<file path="src/rtl/count8_down_timer.sv">
// count8_down_timer: loadable down-counter/timer.
// A nonzero load starts a count that runs down to zero while EN=1. The
// final decrement raises a one-cycle done pulse. A load always takes
// priority over counting. A load of zero stops the timer.
// Optional feature macro: COUNT8_AUTO_RELOAD_EN. When it is defined, the
// timer restarts from the last nonzero load value, which produces a
// periodic done.
module count8_down_timer #(
  parameter int WIDTH = 8
) (
  input  logic             clk,
  input  logic             res,
  input  logic             EN,
  input  logic             load,
  input  logic [WIDTH-1:0] CNT_In,
  output logic [WIDTH-1:0] CNT,
  output logic             busy,
  output logic             done
);

  typedef enum logic [1:0] {S_IDLE, S_RUN, S_DONE} state_t;

  state_t           r_state, w_state_nx;
  logic [WIDTH-1:0] r_cnt, w_cnt_nx;
  logic             r_busy, r_done;
  logic             w_ld_nz;
  logic             w_hit;
  logic             w_last;

  assign w_ld_nz = load && (CNT_In != '0);
  assign w_last  = (r_cnt == WIDTH'(1));
  // The final decrement is the only event that produces done. A load in
  // the same cycle cancels it.
  assign w_hit   = !load && (r_state == S_RUN) && EN && w_last;

`ifdef COUNT8_AUTO_RELOAD_EN
  logic [WIDTH-1:0] r_reload;

  // Capture the interval on every nonzero load, for periodic restart.
  always_ff @(posedge clk or negedge res) begin
    if (!res)         r_reload <= '0;
    else if (w_ld_nz) r_reload <= CNT_In;
  end
`endif

  // Next-state logic: load first, then count, then hold.
  always_comb begin
    w_state_nx = r_state;
    w_cnt_nx   = r_cnt;
    if (load) begin
      w_cnt_nx   = CNT_In;
      w_state_nx = w_ld_nz ? S_RUN : S_IDLE;
    end else begin
      case (r_state)
        S_RUN: begin
          if (EN) begin
            if (w_last) begin
`ifdef COUNT8_AUTO_RELOAD_EN
              w_cnt_nx   = r_reload;
              w_state_nx = S_RUN;
`else
              w_cnt_nx   = '0;
              w_state_nx = S_DONE;
`endif
            end else begin
              w_cnt_nx = r_cnt - WIDTH'(1);
            end
          end
        end
        S_DONE:  w_state_nx = S_IDLE;
        default: ;
      endcase
    end
  end

  // Register the state, the count, and the outputs decoded from the next state.
  always_ff @(posedge clk or negedge res) begin
    if (!res) begin
      r_state <= S_IDLE;
      r_cnt   <= '0;
      r_busy  <= 1'b0;
      r_done  <= 1'b0;
    end else begin
      r_state <= w_state_nx;
      r_cnt   <= w_cnt_nx;
      r_busy  <= (w_state_nx == S_RUN);
      r_done  <= w_hit;
    end
  end

  assign CNT  = r_cnt;
  assign busy = r_busy;
  assign done = r_done;

endmodule

</file>
<file path="config.mk">
export PLATFORM = sky130hd
export DESIGN_NAME = count8_down_timer
export DESIGN_NICKNAME = d
export VERILOG_FILES = /design/src/rtl/count8_down_timer.sv
export SDC_FILE = /design/constraint.sdc
export NUM_CORES = 1
export LEC_CHECK = 0
export CAP_MARGIN = 20
export CORE_ASPECT_RATIO = 1.1
export CORE_MARGIN = 1
export CORE_UTILIZATION = 40
export DETAILED_ROUTE_END_ITERATION = 8
export MAX_ROUTING_LAYER = met4
export PLACE_DENSITY = 0.73
export SLEW_MARGIN = 30
export SYNTH_ARGS = -nofsm -noshare
export SYNTH_HDL_FRONTEND = slang
export SYNTH_SLANG_ARGS = --single-unit
</file>
<file path="constraint.sdc">
create_clock -name clk -period 1.7 [get_ports clk]
set_clock_uncertainty 0.1 [all_clocks]
set_input_delay 0.51 -clock clk [delete_from_list [all_inputs] [get_ports clk]]
set_output_delay 0.51 -clock clk [all_outputs]
set_load 0.01 [all_outputs]
</file>
==> impl_metrics.env, run 1 <==
export IMPL_status="finished, violations left"
export IMPL_violations="negative setup slack"
export IMPL_place_area_um2=1110
export IMPL_die_height_um=46.7
export IMPL_syn_cell_area_um2=727
export IMPL_place_hpwl_um=1410
export IMPL_die_w_um=42.6
export IMPL_crit_reg2reg_capture="CNT[6]"
export IMPL_pre_cts_slack_ns=-0.477
export IMPL_synthArstFlopShare_pct=100
export IMPL_fin_crit_sh_pct=104
export IMPL_r2r_start="CNT[0]"
export IMPL_slew_headroom_pct=73.5
export IMPL_hold_viol_final=0
export IMPL_cts_sinks=12
export IMPL_nets=146
export IMPL_cp_depth=7
export IMPL_slowest_delay_ns=0.39
export IMPL_portBuffers=21
export IMPL_cp_startpoint="CNT[0]"
export IMPL_stdcell_count=146
export IMPL_first_iter_violations=27
export IMPL_grt_max_degree=13
export IMPL_drc_errors=0
export IMPL_hold_path_class="in2async"
export IMPL_cts_root_buf="clkbuf_4"
export IMPL_cts_htree_levels=1
export IMPL_maxCapViolCount=0
export IMPL_tightest_slew_ns=0.397
export IMPL_crit_family="simple AND/OR/NAND/NOR gates"
export IMPL_cts_tree="done"
export IMPL_critical_path_buf_inv_count=2
export IMPL_slowest_stage="dfrtp_1"
export IMPL_synth_seq_cells=12
export IMPL_finalMaxSlewViolations=0
export IMPL_routed_wl_um=2330
export IMPL_clk_latency_ns=0.28
export IMPL_antenna_cells=0
export IMPL_power_density_nw_per_um2=657
export IMPL_core_um2=1630
export IMPL_ys_types=28
export IMPL_crit_type="reg2reg"
export IMPL_rr_worst_depth=7
export IMPL_ys_flop_type="dfrtp_1"
export IMPL_peakVddDrop_uv=493
export IMPL_pin_count=22
export IMPL_critPathLaunchType="flip-flop"
export IMPL_cp_data_arrival_time_ns=1.83
export IMPL_wl_per_cell_um=16.0
export IMPL_gr_usage_all_layers_pct=24.4
export IMPL_syn_to_final_growth_pct=74.4
export IMPL_seq_area_frac_synth_pct=41.3
export IMPL_multi_input_area_um2=474
export IMPL_fin_ws_ns=-0.0632
export IMPL_total_leakage_power_nw=0.559
export IMPL_row_count=15
export IMPL_clockBufferDepth=2
export IMPL_start_util_pct=44.5
export IMPL_drt_pass1_iter_count=4
export IMPL_numCtsBuffers=3
export IMPL_drive_above_1_share_pct=35.7
export IMPL_fmax_ghz=0.567
export IMPL_dpl_cell_count=134
export IMPL_path_cells="buf_6 -> inv_1 -> ha_1 -> nand3_1 -> nor3_1 -> mux2i_1 -> a21oi_1"
export IMPL_critical_path_endpoint="CNT[6]"
export IMPL_path_clk_slew_ns=0.08
export IMPL_regArea_um2=302
export IMPL_syn_avg_cell_area_um2=9.20
export IMPL_worst_path_max_fanout=4
export IMPL_antenna_found_initial=0
export IMPL_design_area_um2=1270
export IMPL_syn_inst=79
export IMPL_num_vias=848
export IMPL_endpoint_kind="flip-flop"
export IMPL_die_area_um2=1990
export IMPL_setup_violations=1
export IMPL_critPathRequiredTime_ns=1.76
export IMPL_yosys_warnings=0
export IMPL_post_route_min_period_ns=1.76
export IMPL_drt_vias_per_instance=5.81
export IMPL_rsz0062_at_grt="true"
export IMPL_routabilityCongestion=0.832
export IMPL_ant_nets=0
export IMPL_grt_pass1_wl_um=3420
export IMPL_grt_pass1_vias=785
export IMPL_fill_cells=101
export IMPL_worst_r2r_setup_slack_ns=-0.06
export IMPL_grt_overflow=0
export IMPL_synth_edf_count=0
export IMPL_syn_nets=94
per-layer routing:
metal  up-vias  part of all wire (%)  global-route usage [%]
li1        389                     -                       -
met1       421                    44                    28.4
met2        25                    48                    40.3
met3        13                   3.0                    3.53
met4         0                   4.8                    14.4
met5         -                     0                       -
cell type report:
type	instances	area share, %
clock buffer	3	1.78
inverter	6	1.97
multi-input combinational	59	37.4
sequential	12	23.8
tap	17	1.68
timing repair buffer	49	33.4
stage by stage:
| stage | utilization (%) | TNS [ns] | total power [mW] | hold WS, ns |
|---|---|---|---|---|
| floorplan | - | 0 | 0.453 | 0.114 |
| global placement | 68.0 | -2.36 | 0.599 | 0.482 |
| detailed placement | 68.0 | -2.57 | 0.604 | 0.491 |
| CTS | 73.4 | -0.0202 | 0.798 | 0.427 |
| global route | 77.6 | -0.380 | 0.870 | 0.471 |
| finish | 77.6 | -0.0632 | 0.833 | 0.426 |
sequential cells by signal, summed over array words and instances, names as in the netlist:
name     count
CNT          8
r_state      2
busy         1
done         1
report_power, final:
group          switching (mW)  internal [mW]  leakage (nW)
clock                  0.0947         0.0821        0.0138
sequential             0.0225          0.310         0.144
combinational           0.154          0.169         0.401
total                   0.272          0.561         0.559
worst reg2reg max path, delay by kind of cell, from the launching register on:
kind / cells / cell delay (ns)
AOI/OAI and AO/OA: 1 / 0.09
adders and majority gates: 1 / 0.15
buffers and inverters: 2 / 0.20
DFF: 1 / 0.39
muxes: 1 / 0.27
and+or+nand+nor: 2 / 0.44
logic make-up (layout without fill, tap and decap cells):
logic type / after synthesis / count (layout) / share of synthesized area (%)
AO/OA/AOI/OAI: 21 / 21 / 18.9
multiplexers: 3 / 3 / 4.13
AND/OR/NAND/NOR: 32 / 32 / 26.3
flip-flops: 12 / 12 / 41.3
buffers and inverters: 8 / 58 / 4.13
adder cells (fa/ha/maj): 3 / 3 / 5.16
cells in the final DEF (no fill, tap or decap), types with 2 or more instances in the layout:
master,n
a211oi_1,2
a21oi_1,7
buf_4,24
buf_6,4
clkbuf_4,3
clkdlybuf4s50_1,10
dfrtp_1,11
dlygate4sd2_1,10
ha_4,2
inv_1,4
mux2i_1,3
nand2_1,6
nor2_1,10
nor3_1,3
nor3_2,2
nor4_1,2
o21ai_0,3
o21ai_1,2
worst min path at each step:
stage | end | slack [ns]
6_report | CNT[5] | 0.43
4_1_cts | CNT[5] | 0.43
5_1_grt | busy | 0.47
3_5_place_dp | busy | 0.49
2_1_floorplan | CNT[0] | 0.11
3_3_place_gp | busy | 0.48
synthesized netlist by cell type (2+ instances only):
library cell | n | area, um^2
nor3_1 | 5 | 25.0
dfrtp_1 | 12 | 300
a31oi_1 | 2 | 12.5
ha_1 | 3 | 37.5
mux2i_1 | 3 | 30.0
a21oi_1 | 7 | 35.0
nor4_1 | 2 | 12.5
nor2_1 | 10 | 37.5
nand2_1 | 6 | 22.5
inv_1 | 6 | 22.5
a211oi_1 | 2 | 15.0
clkbuf_1 | 2 | 7.51
o21ai_0 | 4 | 20.0
timing repair:
action / CTS / global route
setup endpoints to repair: 13 / 11
setup buffers: 6 / 3
pin swaps: 1 / 6
cloned: 0 / 0
resized for setup: 18 / 11
hold buffers: 0 / 0
(Power assumes the default switching activity.)
==> run 2: changes to the inputs <==
--- a/config.mk
+++ b/config.mk
@@ -16,3 +16,4 @@
 export SYNTH_ARGS = -nofsm -noshare
 export SYNTH_HDL_FRONTEND = slang
 export SYNTH_SLANG_ARGS = --single-unit
+export TNS_END_PERCENT = 30
==> impl_metrics.env, run 2 (synthesized netlist as in run 1, its figures left out) <==
export IMPL_status="finished, violations left"
export IMPL_violations="negative setup slack"
export IMPL_die_w_um=42.6
export IMPL_cp_data_arrival_time_ns=1.74
export IMPL_clockBufferDepth=2
export IMPL_fmax_ghz=0.584
export IMPL_cp_startpoint="CNT[1]"
export IMPL_largest_reg_flops=8
export IMPL_slowest_stage="dfrtp_1"
export IMPL_routed_wl_um=2410
export IMPL_antenna_cells=0
export IMPL_cts_root_buf="clkbuf_4"
export IMPL_switching_share_pct=33.1
export IMPL_grt_pass1_vias=785
export IMPL_critPathLaunchType="flip-flop"
export IMPL_slew_headroom_pct=72.7
export IMPL_worst_path_max_fanout=7
export IMPL_nets=145
export IMPL_critPathRequiredTime_ns=1.73
export IMPL_fin_ws_ns=-0.0115
export IMPL_ant_nets=0
export IMPL_path_clk_slew_ns=0.08
export IMPL_num_vias=854
export IMPL_tightest_slew_ns=0.409
export IMPL_power_density_nw_per_um2=663
export IMPL_peakVddDrop_uv=514
export IMPL_routabilityCongestion=0.832
export IMPL_r2r_start="CNT[1]"
export IMPL_drt_vias_per_instance=5.89
export IMPL_die_area_um2=1990
export IMPL_core_um2=1630
export IMPL_gr_usage_all_layers_pct=24.4
export IMPL_numCtsBuffers=3
export IMPL_cts_tree="done"
export IMPL_hold_viol_final=0
export IMPL_place_area_um2=1110
export IMPL_drc_errors=0
export IMPL_wl_per_cell_um=16.6
export IMPL_layout_commonest_cell="buf_4"
export IMPL_post_route_min_period_ns=1.71
export IMPL_grt_pass1_wl_um=3420
export IMPL_place_hpwl_um=1410
export IMPL_drt_pass1_iter_count=4
export IMPL_setup_violations=2
export IMPL_first_iter_violations=47
export IMPL_portBuffers=21
export IMPL_syn_to_final_growth_pct=73.0
export IMPL_grt_max_degree=13
export IMPL_seqPwrFrac_pct=39.9
export IMPL_fin_total_pwr_uw=833
export IMPL_row_count=15
export IMPL_crit_type="reg2reg"
export IMPL_path_cells="buf_6 -> inv_4 -> ha_4 -> nor4b_4 -> buf_6 -> nand2_1 -> nor2_1 -> a221oi_1"
export IMPL_pin_count=22
export IMPL_rsz0062_at_grt="true"
export IMPL_pwr_share_clk_pct=21.9
export IMPL_tns_ns=-0.0185
export IMPL_slowest_delay_ns=0.39
export IMPL_drive_above_1_share_pct=35.9
export IMPL_design_area_um2=1260
export IMPL_hold_path_class="in2async"
export IMPL_endpoint_kind="flip-flop"
export IMPL_fin_crit_sh_pct=101
export IMPL_crit_family="simple AND/OR/NAND/NOR gates"
export IMPL_final_cell_mix="buf_4 (24), dfrtp_1 (11), nor2_1 (10), clkdlybuf4s50_1 (10), dlygate4sd2_1 (10)"
export IMPL_start_util_pct=44.5
export IMPL_p_int_uw=558
export IMPL_clk_latency_ns=0.28
export IMPL_critical_path_buf_inv_count=3
export IMPL_finalMaxSlewViolations=0
export IMPL_combinationalPowerShare_pct=38.2
export IMPL_maxCapViolCount=0
export IMPL_grt_overflow=0
export IMPL_antenna_found_initial=0
export IMPL_hold_buffers=0
export IMPL_total_leakage_power_nw=0.555
export IMPL_cts_sinks=12
export IMPL_p_sw_uw=276
export IMPL_cp_common_cell="buf_6"
export IMPL_cts_htree_levels=1
export IMPL_fill_cells=103
export IMPL_die_height_um=46.7
run 2: cell type report:
type	instances	area (um^2)	share of cell area (%)
multi-input combinational	59	474	37.7
timing repair buffer	48	413	32.8
sequential	12	302	24.0
inverter	6	25.0	1.99
clock buffer	3	22.5	1.79
tap	17	21.3	1.69
run 2: through the flow:
| stage | hold slack (ns) | util (%) | setup WS [ns] | cells |
|---|---|---|---|---|
| floorplan | 0.114 | - | 0.00800 | 79 |
| global placement | 0.482 | 68.0 | -0.448 | 134 |
| detailed placement | 0.491 | 68.0 | -0.477 | 134 |
| CTS | 0.427 | 73.4 | -0.0202 | 143 |
| global route | 0.471 | 77.0 | -0.0761 | 145 |
| finish | 0.422 | 77.0 | -0.0115 | 145 |
run 2: routing by layer:
layer  vias to the layer above  share of wire (%)  global-route usage, %
li1                        388                  -                      -
met1                       392                 41                   28.4
met2                        52                 47                   40.3
met3                        22                5.1                   3.53
met4                         0                6.7                   14.4
met5                         -                  0                      -
run 2: worst paths after layout:
path | depth (start not counted) | slack [ns] | end
setup / recovery | 8 | -0.01 | busy
hold reg to reg | 2 | 0.55 | busy
setup reg to reg | 8 | -0.01 | busy
max in group asynchronous | 2 | 0.91 | CNT[6]
hold / removal | 2 | 0.42 | CNT[7]
min in group clk | 2 | 0.55 | busy
run 2: worst register-to-register path, delay by kind of cell (launching register included):
family	cells	cell delay (ns)
buffers and inverters	3	0.36
DFF	1	0.39
adders and majority gates	1	0.14
AOI/OAI and AO/OA	1	0.11
and+or+nand+nor	3	0.46
run 2: power groups by stage:
stage | Sequential, mW | Clock [mW] | Combinational (mW)
after floorplan | 0.359 | 0 | 0.0944
after global placement | 0.342 | 0 | 0.257
after detailed placement | 0.343 | 0 | 0.261
final | 0.333 | 0.182 | 0.318
after CTS | 0.329 | 0.184 | 0.285
after global routing | 0.335 | 0.189 | 0.342
run 2: repair_timing:
item                                    4_1_cts  5_1_grt
gates resized for setup                      18       11
setup buffers                                 6        2
cloned                                        0        0
endpoints found under the hold margin         0        0
pin swaps                                     1        7
endpoints found under the setup margin       13       11
